**src/rtl/uart_dbg_pkg.sv**
```systemverilog
// Shared definitions for the UART debug controller.
// Holds the single-byte command codes, the acknowledge bytes returned to the
// host, and the controller state encoding.
package uart_dbg_pkg;

  // Host command bytes
  localparam logic [7:0] CMD_RUN  = 8'h52;  // 'R'
  localparam logic [7:0] CMD_STEP = 8'h53;  // 'S'
  localparam logic [7:0] CMD_DUMP = 8'h44;  // 'D'
  localparam logic [7:0] CMD_CLR  = 8'h43;  // 'C'
  localparam logic [7:0] CMD_HALT = 8'h48;  // 'H'

  // Acknowledge bytes sent back to the host
  localparam logic [7:0] ACK_OK   = 8'h4B;  // 'K'
  localparam logic [7:0] ACK_ERR  = 8'h3F;  // '?'

  typedef enum logic [2:0] {
    IDLE,
    RUN,
    STEP,
    DUMP_LOAD,
    DUMP_WAIT,
    ACK
  } state_t;

endpackage

```
**src/rtl/uart_dbg_ctrl_if.sv**
```systemverilog
// Signal bundle between the debug controller and its neighbours
// (UART receiver/transmitter, processor under debug, dump memory).
//   rx_done/rx_data   : receiver completion level and received byte
//   tx_done           : transmitter completion level
//   tx_start/tx_data  : transmit start pulse and byte to send
//   halted            : processor reached its halt instruction
//   dump_data         : byte at dump_addr (combinational)
//   dump_addr         : dump byte index
//   cpu_enable        : processor clock enable
//   cpu_reset         : one-cycle processor reset pulse
//   busy              : controller not idle
// master = controller side, slave = surrounding system side.
interface uart_dbg_ctrl_if #(
  parameter int ADDR_W = 4
) ();
  import uart_dbg_pkg::*;

  logic              rx_done;
  logic [7:0]        rx_data;
  logic              tx_done;
  logic              halted;
  logic [7:0]        dump_data;
  logic              tx_start;
  logic [7:0]        tx_data;
  logic [ADDR_W-1:0] dump_addr;
  logic              cpu_enable;
  logic              cpu_reset;
  logic              busy;

  modport master (
    input  rx_done, rx_data, tx_done, halted, dump_data,
    output tx_start, tx_data, dump_addr, cpu_enable, cpu_reset, busy
  );

  modport slave (
    output rx_done, rx_data, tx_done, halted, dump_data,
    input  tx_start, tx_data, dump_addr, cpu_enable, cpu_reset, busy
  );

endinterface

```
**src/rtl/uart_dbg_ctrl_rise_detect.sv**
```systemverilog
// Registered rising-edge detector.
// Ports:
//   clock  : clock
//   reset  : asynchronous active-high reset (clears the delayed copy)
//   level  : input level flag
//   pulse  : high in the cycle where level is high and was low last cycle
// A level held high produces a single pulse only.
module rise_detect (
  input  logic clock,
  input  logic reset,
  input  logic level,
  output logic pulse
);

  logic level_q;

  always_ff @(posedge clock or posedge reset) begin
    if (reset) begin
      level_q <= 1'b0;
    end else begin
      level_q <= level;
    end
  end

  assign pulse = level & ~level_q;

endmodule

```
**src/rtl/uart_dbg_ctrl.sv**
```systemverilog
// UART debug command controller.
// Decodes single-byte host commands from the UART receiver, sequences the
// processor under debug (run / single step / reset) and streams a fixed-size
// dump back through the transmitter, one byte per transmitter completion.
// Ports:
//   clock  : board clock, all state on rising edge
//   reset  : asynchronous active-high reset
//   bus    : controller side of uart_dbg_ctrl_if (see interface header)
// Parameters:
//   DUMP_BYTES : bytes per dump (>= 1)
//   ADDR_W     : dump_addr width (2**ADDR_W >= DUMP_BYTES), must match bus
module uart_dbg_ctrl
  import uart_dbg_pkg::*;
#(
  parameter int DUMP_BYTES = 16,
  parameter int ADDR_W     = 4
) (
  input  logic                   clock,
  input  logic                   reset,
  uart_dbg_ctrl_if.master        bus
);

  localparam logic [ADDR_W-1:0] LAST_ADDR = ADDR_W'(DUMP_BYTES - 1);

  state_t            state, state_nxt;
  logic              tx_start_q, tx_start_nxt;
  logic [7:0]        tx_data_q, tx_data_nxt;
  logic [ADDR_W-1:0] addr_q, addr_nxt;
  logic              cpu_en_q, cpu_en_nxt;
  logic              cpu_rst_q, cpu_rst_nxt;
  // 'C' spends one extra cycle in IDLE with cpu_reset high before ACK starts.
  logic              clr_pend_q, clr_pend_nxt;
  logic              rx_evt, tx_evt;

  rise_detect u_rx_rise (
    .clock (clock),
    .reset (reset),
    .level (bus.rx_done),
    .pulse (rx_evt)
  );

  rise_detect u_tx_rise (
    .clock (clock),
    .reset (reset),
    .level (bus.tx_done),
    .pulse (tx_evt)
  );

  always_ff @(posedge clock or posedge reset) begin
    if (reset) begin
      state      <= IDLE;
      tx_start_q <= 1'b0;
      tx_data_q  <= 8'h00;
      addr_q     <= '0;
      cpu_en_q   <= 1'b0;
      cpu_rst_q  <= 1'b0;
      clr_pend_q <= 1'b0;
    end else begin
      state      <= state_nxt;
      tx_start_q <= tx_start_nxt;
      tx_data_q  <= tx_data_nxt;
      addr_q     <= addr_nxt;
      cpu_en_q   <= cpu_en_nxt;
      cpu_rst_q  <= cpu_rst_nxt;
      clr_pend_q <= clr_pend_nxt;
    end
  end

  // tx_start is registered and raised on every transition into DUMP_LOAD or
  // ACK, so it is high in exactly the first cycle of those states.
  always_comb begin
    state_nxt    = state;
    tx_start_nxt = 1'b0;
    tx_data_nxt  = tx_data_q;
    addr_nxt     = addr_q;
    cpu_en_nxt   = cpu_en_q;
    cpu_rst_nxt  = 1'b0;
    clr_pend_nxt = 1'b0;

    unique case (state)
      IDLE: begin
        if (clr_pend_q) begin
          state_nxt    = ACK;
          tx_start_nxt = 1'b1;
          tx_data_nxt  = ACK_OK;
        end else if (rx_evt) begin
          case (bus.rx_data)
            CMD_RUN: begin
              state_nxt  = RUN;
              cpu_en_nxt = 1'b1;
            end
            CMD_STEP: begin
              state_nxt  = STEP;
              cpu_en_nxt = 1'b1;
            end
            CMD_DUMP: begin
              state_nxt    = DUMP_LOAD;
              addr_nxt     = '0;
              tx_start_nxt = 1'b1;
            end
            CMD_CLR: begin
              cpu_rst_nxt  = 1'b1;
              clr_pend_nxt = 1'b1;
            end
            default: begin
              state_nxt    = ACK;
              tx_start_nxt = 1'b1;
              tx_data_nxt  = ACK_ERR;
            end
          endcase
        end
      end

      RUN: begin
        // halted and an 'H' in the same cycle collapse into one transition
        if (bus.halted || (rx_evt && (bus.rx_data == CMD_HALT))) begin
          state_nxt    = DUMP_LOAD;
          cpu_en_nxt   = 1'b0;
          addr_nxt     = '0;
          tx_start_nxt = 1'b1;
        end
      end

      STEP: begin
        state_nxt    = DUMP_LOAD;
        cpu_en_nxt   = 1'b0;
        addr_nxt     = '0;
        tx_start_nxt = 1'b1;
      end

      DUMP_LOAD: begin
        // Capture the byte so tx_data stays stable through DUMP_WAIT.
        tx_data_nxt = bus.dump_data;
        state_nxt   = DUMP_WAIT;
      end

      DUMP_WAIT: begin
        if (tx_evt) begin
          if (addr_q == LAST_ADDR) begin
            state_nxt = IDLE;
            addr_nxt  = '0;
          end else begin
            state_nxt    = DUMP_LOAD;
            addr_nxt     = addr_q + ADDR_W'(1);
            tx_start_nxt = 1'b1;
          end
        end
      end

      ACK: begin
        if (tx_evt) begin
          state_nxt = IDLE;
        end
      end

      default: begin
        state_nxt = IDLE;
      end
    endcase
  end

  // In DUMP_LOAD the addressed byte is passed straight through so tx_data is
  // valid in the same cycle as tx_start; afterwards the captured copy holds it.
  assign bus.tx_start   = tx_start_q;
  assign bus.tx_data    = (state == DUMP_LOAD) ? bus.dump_data : tx_data_q;
  assign bus.dump_addr  = addr_q;
  assign bus.cpu_enable = cpu_en_q;
  assign bus.cpu_reset  = cpu_rst_q;
  assign bus.busy       = (state != IDLE);

endmodule

```
**src/flat_wrapper.sv**
```systemverilog
// flat-port wrapper written by rule: the top's interface ports become plain ports
module uart_dbg_ctrl_flat import uart_dbg_pkg::*;
#(
  parameter int DUMP_BYTES = 16,
  parameter int ADDR_W     = 4
)
  (clock, reset, bus_rx_done, bus_rx_data, bus_tx_done, bus_halted, bus_dump_data, bus_tx_start, bus_tx_data, bus_dump_addr, bus_cpu_enable, bus_cpu_reset, bus_busy);
  uart_dbg_ctrl_if #(.ADDR_W(ADDR_W)) bus_i ();
  input  logic clock;
  input  logic reset;
  input wire logic [$bits(bus_i.rx_done)-1:0] bus_rx_done;
  input wire logic [$bits(bus_i.rx_data)-1:0] bus_rx_data;
  input wire logic [$bits(bus_i.tx_done)-1:0] bus_tx_done;
  input wire logic [$bits(bus_i.halted)-1:0] bus_halted;
  input wire logic [$bits(bus_i.dump_data)-1:0] bus_dump_data;
  output wire logic [$bits(bus_i.tx_start)-1:0] bus_tx_start;
  output wire logic [$bits(bus_i.tx_data)-1:0] bus_tx_data;
  output wire logic [$bits(bus_i.dump_addr)-1:0] bus_dump_addr;
  output wire logic [$bits(bus_i.cpu_enable)-1:0] bus_cpu_enable;
  output wire logic [$bits(bus_i.cpu_reset)-1:0] bus_cpu_reset;
  output wire logic [$bits(bus_i.busy)-1:0] bus_busy;
  assign bus_i.rx_done = bus_rx_done;
  assign bus_i.rx_data = bus_rx_data;
  assign bus_i.tx_done = bus_tx_done;
  assign bus_i.halted = bus_halted;
  assign bus_i.dump_data = bus_dump_data;
  assign bus_tx_start = bus_i.tx_start;
  assign bus_tx_data = bus_i.tx_data;
  assign bus_dump_addr = bus_i.dump_addr;
  assign bus_cpu_enable = bus_i.cpu_enable;
  assign bus_cpu_reset = bus_i.cpu_reset;
  assign bus_busy = bus_i.busy;
  uart_dbg_ctrl #(.DUMP_BYTES(DUMP_BYTES), .ADDR_W(ADDR_W)) u_core (.clock(clock), .reset(reset), .bus(bus_i));
endmodule
```
**config.mk**
```make
export PLATFORM = sky130hd
export DESIGN_NAME = uart_dbg_ctrl_flat
export DESIGN_NICKNAME = d
export VERILOG_FILES = /design/src/rtl/uart_dbg_pkg.sv /design/src/rtl/uart_dbg_ctrl_if.sv /design/src/rtl/uart_dbg_ctrl_rise_detect.sv /design/src/rtl/uart_dbg_ctrl.sv /design/src/flat_wrapper.sv
export SDC_FILE = /design/constraint.sdc
export NUM_CORES = 1
export LEC_CHECK = 0
export CORE_MARGIN = 5
export CORE_UTILIZATION = 46
export DETAILED_ROUTE_END_ITERATION = 16
export PLACE_DENSITY = 0.86
export SETUP_SLACK_MARGIN = 0.15
export SKIP_CTS_REPAIR_TIMING = 1
export SLEW_MARGIN = 25
export SYNTH_ARGS = -nofsm -noshare
export SYNTH_HDL_FRONTEND = slang
export SYNTH_HIERARCHICAL = 1
export SYNTH_SLANG_ARGS = --single-unit
```
**constraint.sdc**
```tcl
create_clock -name clock -period 2.5 [get_ports clock]
set_clock_uncertainty 0.1 [all_clocks]
set_input_delay 0.75 -clock clock [delete_from_list [all_inputs] [get_ports clock]]
set_output_delay 0.75 -clock clock [all_outputs]
set_load 0.02 [all_outputs]
```
==> metrics.csv <==
metric,value,unit
io_pins,37,
htreeDepth,1,
synth_cells,141,
period_needed,2.35,ns
r2r_start,u_core/state[0],
critPathLaunchType,primary input,
synth.largest_area_cell,dfrtp_1,
dr.pass1.iters,4,
ir_drop,921,uV
cp.required,2.60,ns
p_leak,1.01,nW
place_worst_setup_slack,-0.597,ns
ys_types,42,
layout-drive-gt1-share,30.5,%
synth_mux_area_share,3.32,%
synth_area_leaders,"dfrtp_1 (40%), nand2_1 (6.3%), a21oi_1 (5.6%)",
synthSimpleGateAreaFrac,29.1,%
worst_slew_pin_slew,0.372,ns
hold_viol_final,0,
reg2regPathDepth,6,
grt_pass1_wl,6130,microns
ant_nets,0,
setup_viol,0,
critPathArrivalTime,2.45,ns
synth.top_cell.area_share,40.2,%
maxCapViolCount,0,
grt_pass1_vias,1390,
power_density,1010,mW/mm^2
hp-class,flop to flop,
end_kind,flop,
final_max_slew_viol_count,0,
netlist_area,0.00124,sq mm
swShare,43.4,%
overflow,0,
hp-start,u_core/tx_data_q[3],
nets,223,
start_util,49.3,%
yosysMostFrequentCell,nand2_1,
worstPathMaxFanout,5,
slew_headroom,74.9,%
status,"finished, final reports clean",
avgViaCountPerCell,6.03,
seqPwrFrac,25.7,%
fmax,425,MHz
place_area,0.00177,sq mm
p_int,1.09,mW
yosysWarnings,6,
cts_tree,yes,
clkLatencyLatePin,0.30,ns
yosys-top-cells-count,"nand2_1 (21), dfrtp_1 (20), a21oi_1 (14)",
antenna_found_initial,0,
die_area,0.00384,sq mm
seq_area_frac_synth,40.2,%
ys.flop_type,dfrtp_1,
drcViolationCount,0,
vias,1386,
cts_buffers,3,
switchingPower,0.839,mW
place_inst,221,
drtIter0Drc,100,
syn_to_final_growth,53.5,%
synthAdderAreaFrac,1.01,%
hpwl,2990,microns
die_y,62.0,microns
synthXorXnorAreaFrac,0,%
numPortBuffers,36,
antenna_cells,0,
totalWireLength,4080,microns
grt_util_all_layers,21.5,%
place_congestion,0.933,
synth.avg_cell_area,8.82,sq um
root_buffer,clkbuf_4,
whs,0.410,ns
p_comb_share,64.7,%
reg2reg_to,u_core/state[0],
ys_ff_latch,20,
design_area,0.00191,sq mm
wl_per_cell,17.7,microns
clockPowerShare,9.6,%
synth-compound-area-share,21.0,%
rsz0062_at_grt,true,
r2r_slack,0.24,ns
cts.sinks,20,
rows,18,
async_flop_share,100,%
clock_path_buffers,2,
synth_nets,163,
grt_max_degree,19,
die_w,62.0,microns
fp.coreArea,0.00252,sq mm
crit_type,primary input to flop,
fin_crit_sh,94.1,%
fin_cells,230,
hold-path-endpoint,u_core/tx_data_q[3],
postLayoutSetupSlackWorst,0.147,ns
synth_top_family_by_area,simple AND/OR/NAND/NOR gates,
synth_edf_count,0,
clk_pin_slew_worst_paths,0.11,ns
worst_hold_path.num_cells,1,
power groups by stage:
stage | Combinational, mW | Sequential [mW] | Clock (mW)
3_5_place_dp | 1.13 | 0.491 | 0
3_3_place_gp | 1.07 | 0.483 | 0
4_1_cts | 1.14 | 0.483 | 0.192
6_report | 1.25 | 0.496 | 0.186
2_1_floorplan | 0.669 | 0.489 | 0
5_1_grt | 1.34 | 0.511 | 0.210
metrics by stage:
step                power, mW  TNS [ns]  utilization (%)
finish                   1.93         0             75.7
global route             2.06         0             75.7
CTS                      1.82     -4.33             71.6
detailed placement       1.62     -8.50             70.2
global placement         1.55     -6.91             70.2
floorplan                1.16    -0.109                -
worst max-delay path, stage by stage:
cell            delay (ns)
dlymetal6s2s_1        0.10
or3b_4                0.40
nor4_4                0.27
o41ai_4               0.16
or3_4                 0.45
mux2_4                0.31
state kept, by name (all words and copies together), names as in the netlist:
register and flops:
u_core/bus.dump_addr 4, u_core/u_tx_rise/level_q 1, u_core/state 3, u_core/bus.tx_start 1
u_core/u_rx_rise/level_q 1, u_core/clr_pend_q 1, u_core/tx_data_q 8, u_core/bus.cpu_enable 1
cell families (layout without fill, tap and decap cells):
logic type / Yosys count / count (layout)
flip-flops: 20 / 20
multiplexers: 3 / 3
AO/OA/AOI/OAI: 40 / 40
buffers and inverters: 17 / 76
AND/OR/NAND/NOR: 60 / 60
adder cells (fa/ha/maj): 1 / 1
layout make-up:
cell class / instances / area [sq um]
Fill cell: 159 / 613
Clock buffer: 4 / 36.3
Timing Repair Buffer: 62 / 568
Multi-Input combinational cell: 104 / 726
Tap cell: 30 / 37.5
Inverter: 10 / 37.5
Sequential cell: 20 / 504
worst max-delay path by stage:
stage,start,endpoint,slack (ns)
after floorplan,bus_rx_data[5],u_core/bus.dump_addr[0],-0.03
after global placement,bus_rx_data[6],u_core/bus.dump_addr[0],-0.51
after detailed placement,bus_rx_data[5],u_core/bus.dump_addr[0],-0.60
after CTS,bus_dump_data[6],bus_tx_data[6],-0.36
after global routing,u_core/state[0],bus_tx_data[6],0.12
final,bus_rx_data[6],u_core/bus.dump_addr[0],0.15
metal layers:
| layer | up-vias | wire length, microns | track usage [%] |
|---|---|---|---|
| li1 | 627 | - | - |
| met5 | - | 0 | 0 |
| met2 | 82 | 2110 | 37.9 |
| met3 | 25 | 310 | 4.13 |
| met1 | 652 | 1470 | 24.4 |
| met4 | 0 | 191 | 10.9 |
placed cells by master (no fill, tap or decap), drive strengths merged, types with 2 or more instances in the layout:
| cell | synthesis | final |
|---|---|---|
| nor2 | 7 | 7 |
| nor4 | 2 | 2 |
| and3 | 2 | 2 |
| inv | 10 | 10 |
| nand2b | 2 | 2 |
| nor4b | 2 | 2 |
| o22a | 3 | 3 |
| nand2 | 21 | 21 |
| clkdlybuf4s50 | 0 | 10 |
| and4b | 2 | 2 |
| or3 | 4 | 4 |
| nor3 | 2 | 2 |
| nand3 | 2 | 2 |
| mux2 | 3 | 3 |
| nor3b | 2 | 2 |
| buf | 2 | 34 |
| a21o | 4 | 4 |
| or2 | 2 | 2 |
| a21oi | 14 | 14 |
| clkbuf | 5 | 7 |
| a211o | 2 | 2 |
| nor2b | 2 | 2 |
| or3b | 2 | 2 |
| dfrtp | 20 | 20 |
| o211ai | 2 | 2 |
| nand3b | 2 | 2 |
| dlymetal6s2s | 0 | 15 |
| a41oi | 2 | 2 |
| o21ai | 7 | 7 |
(Power assumes the default switching activity.)
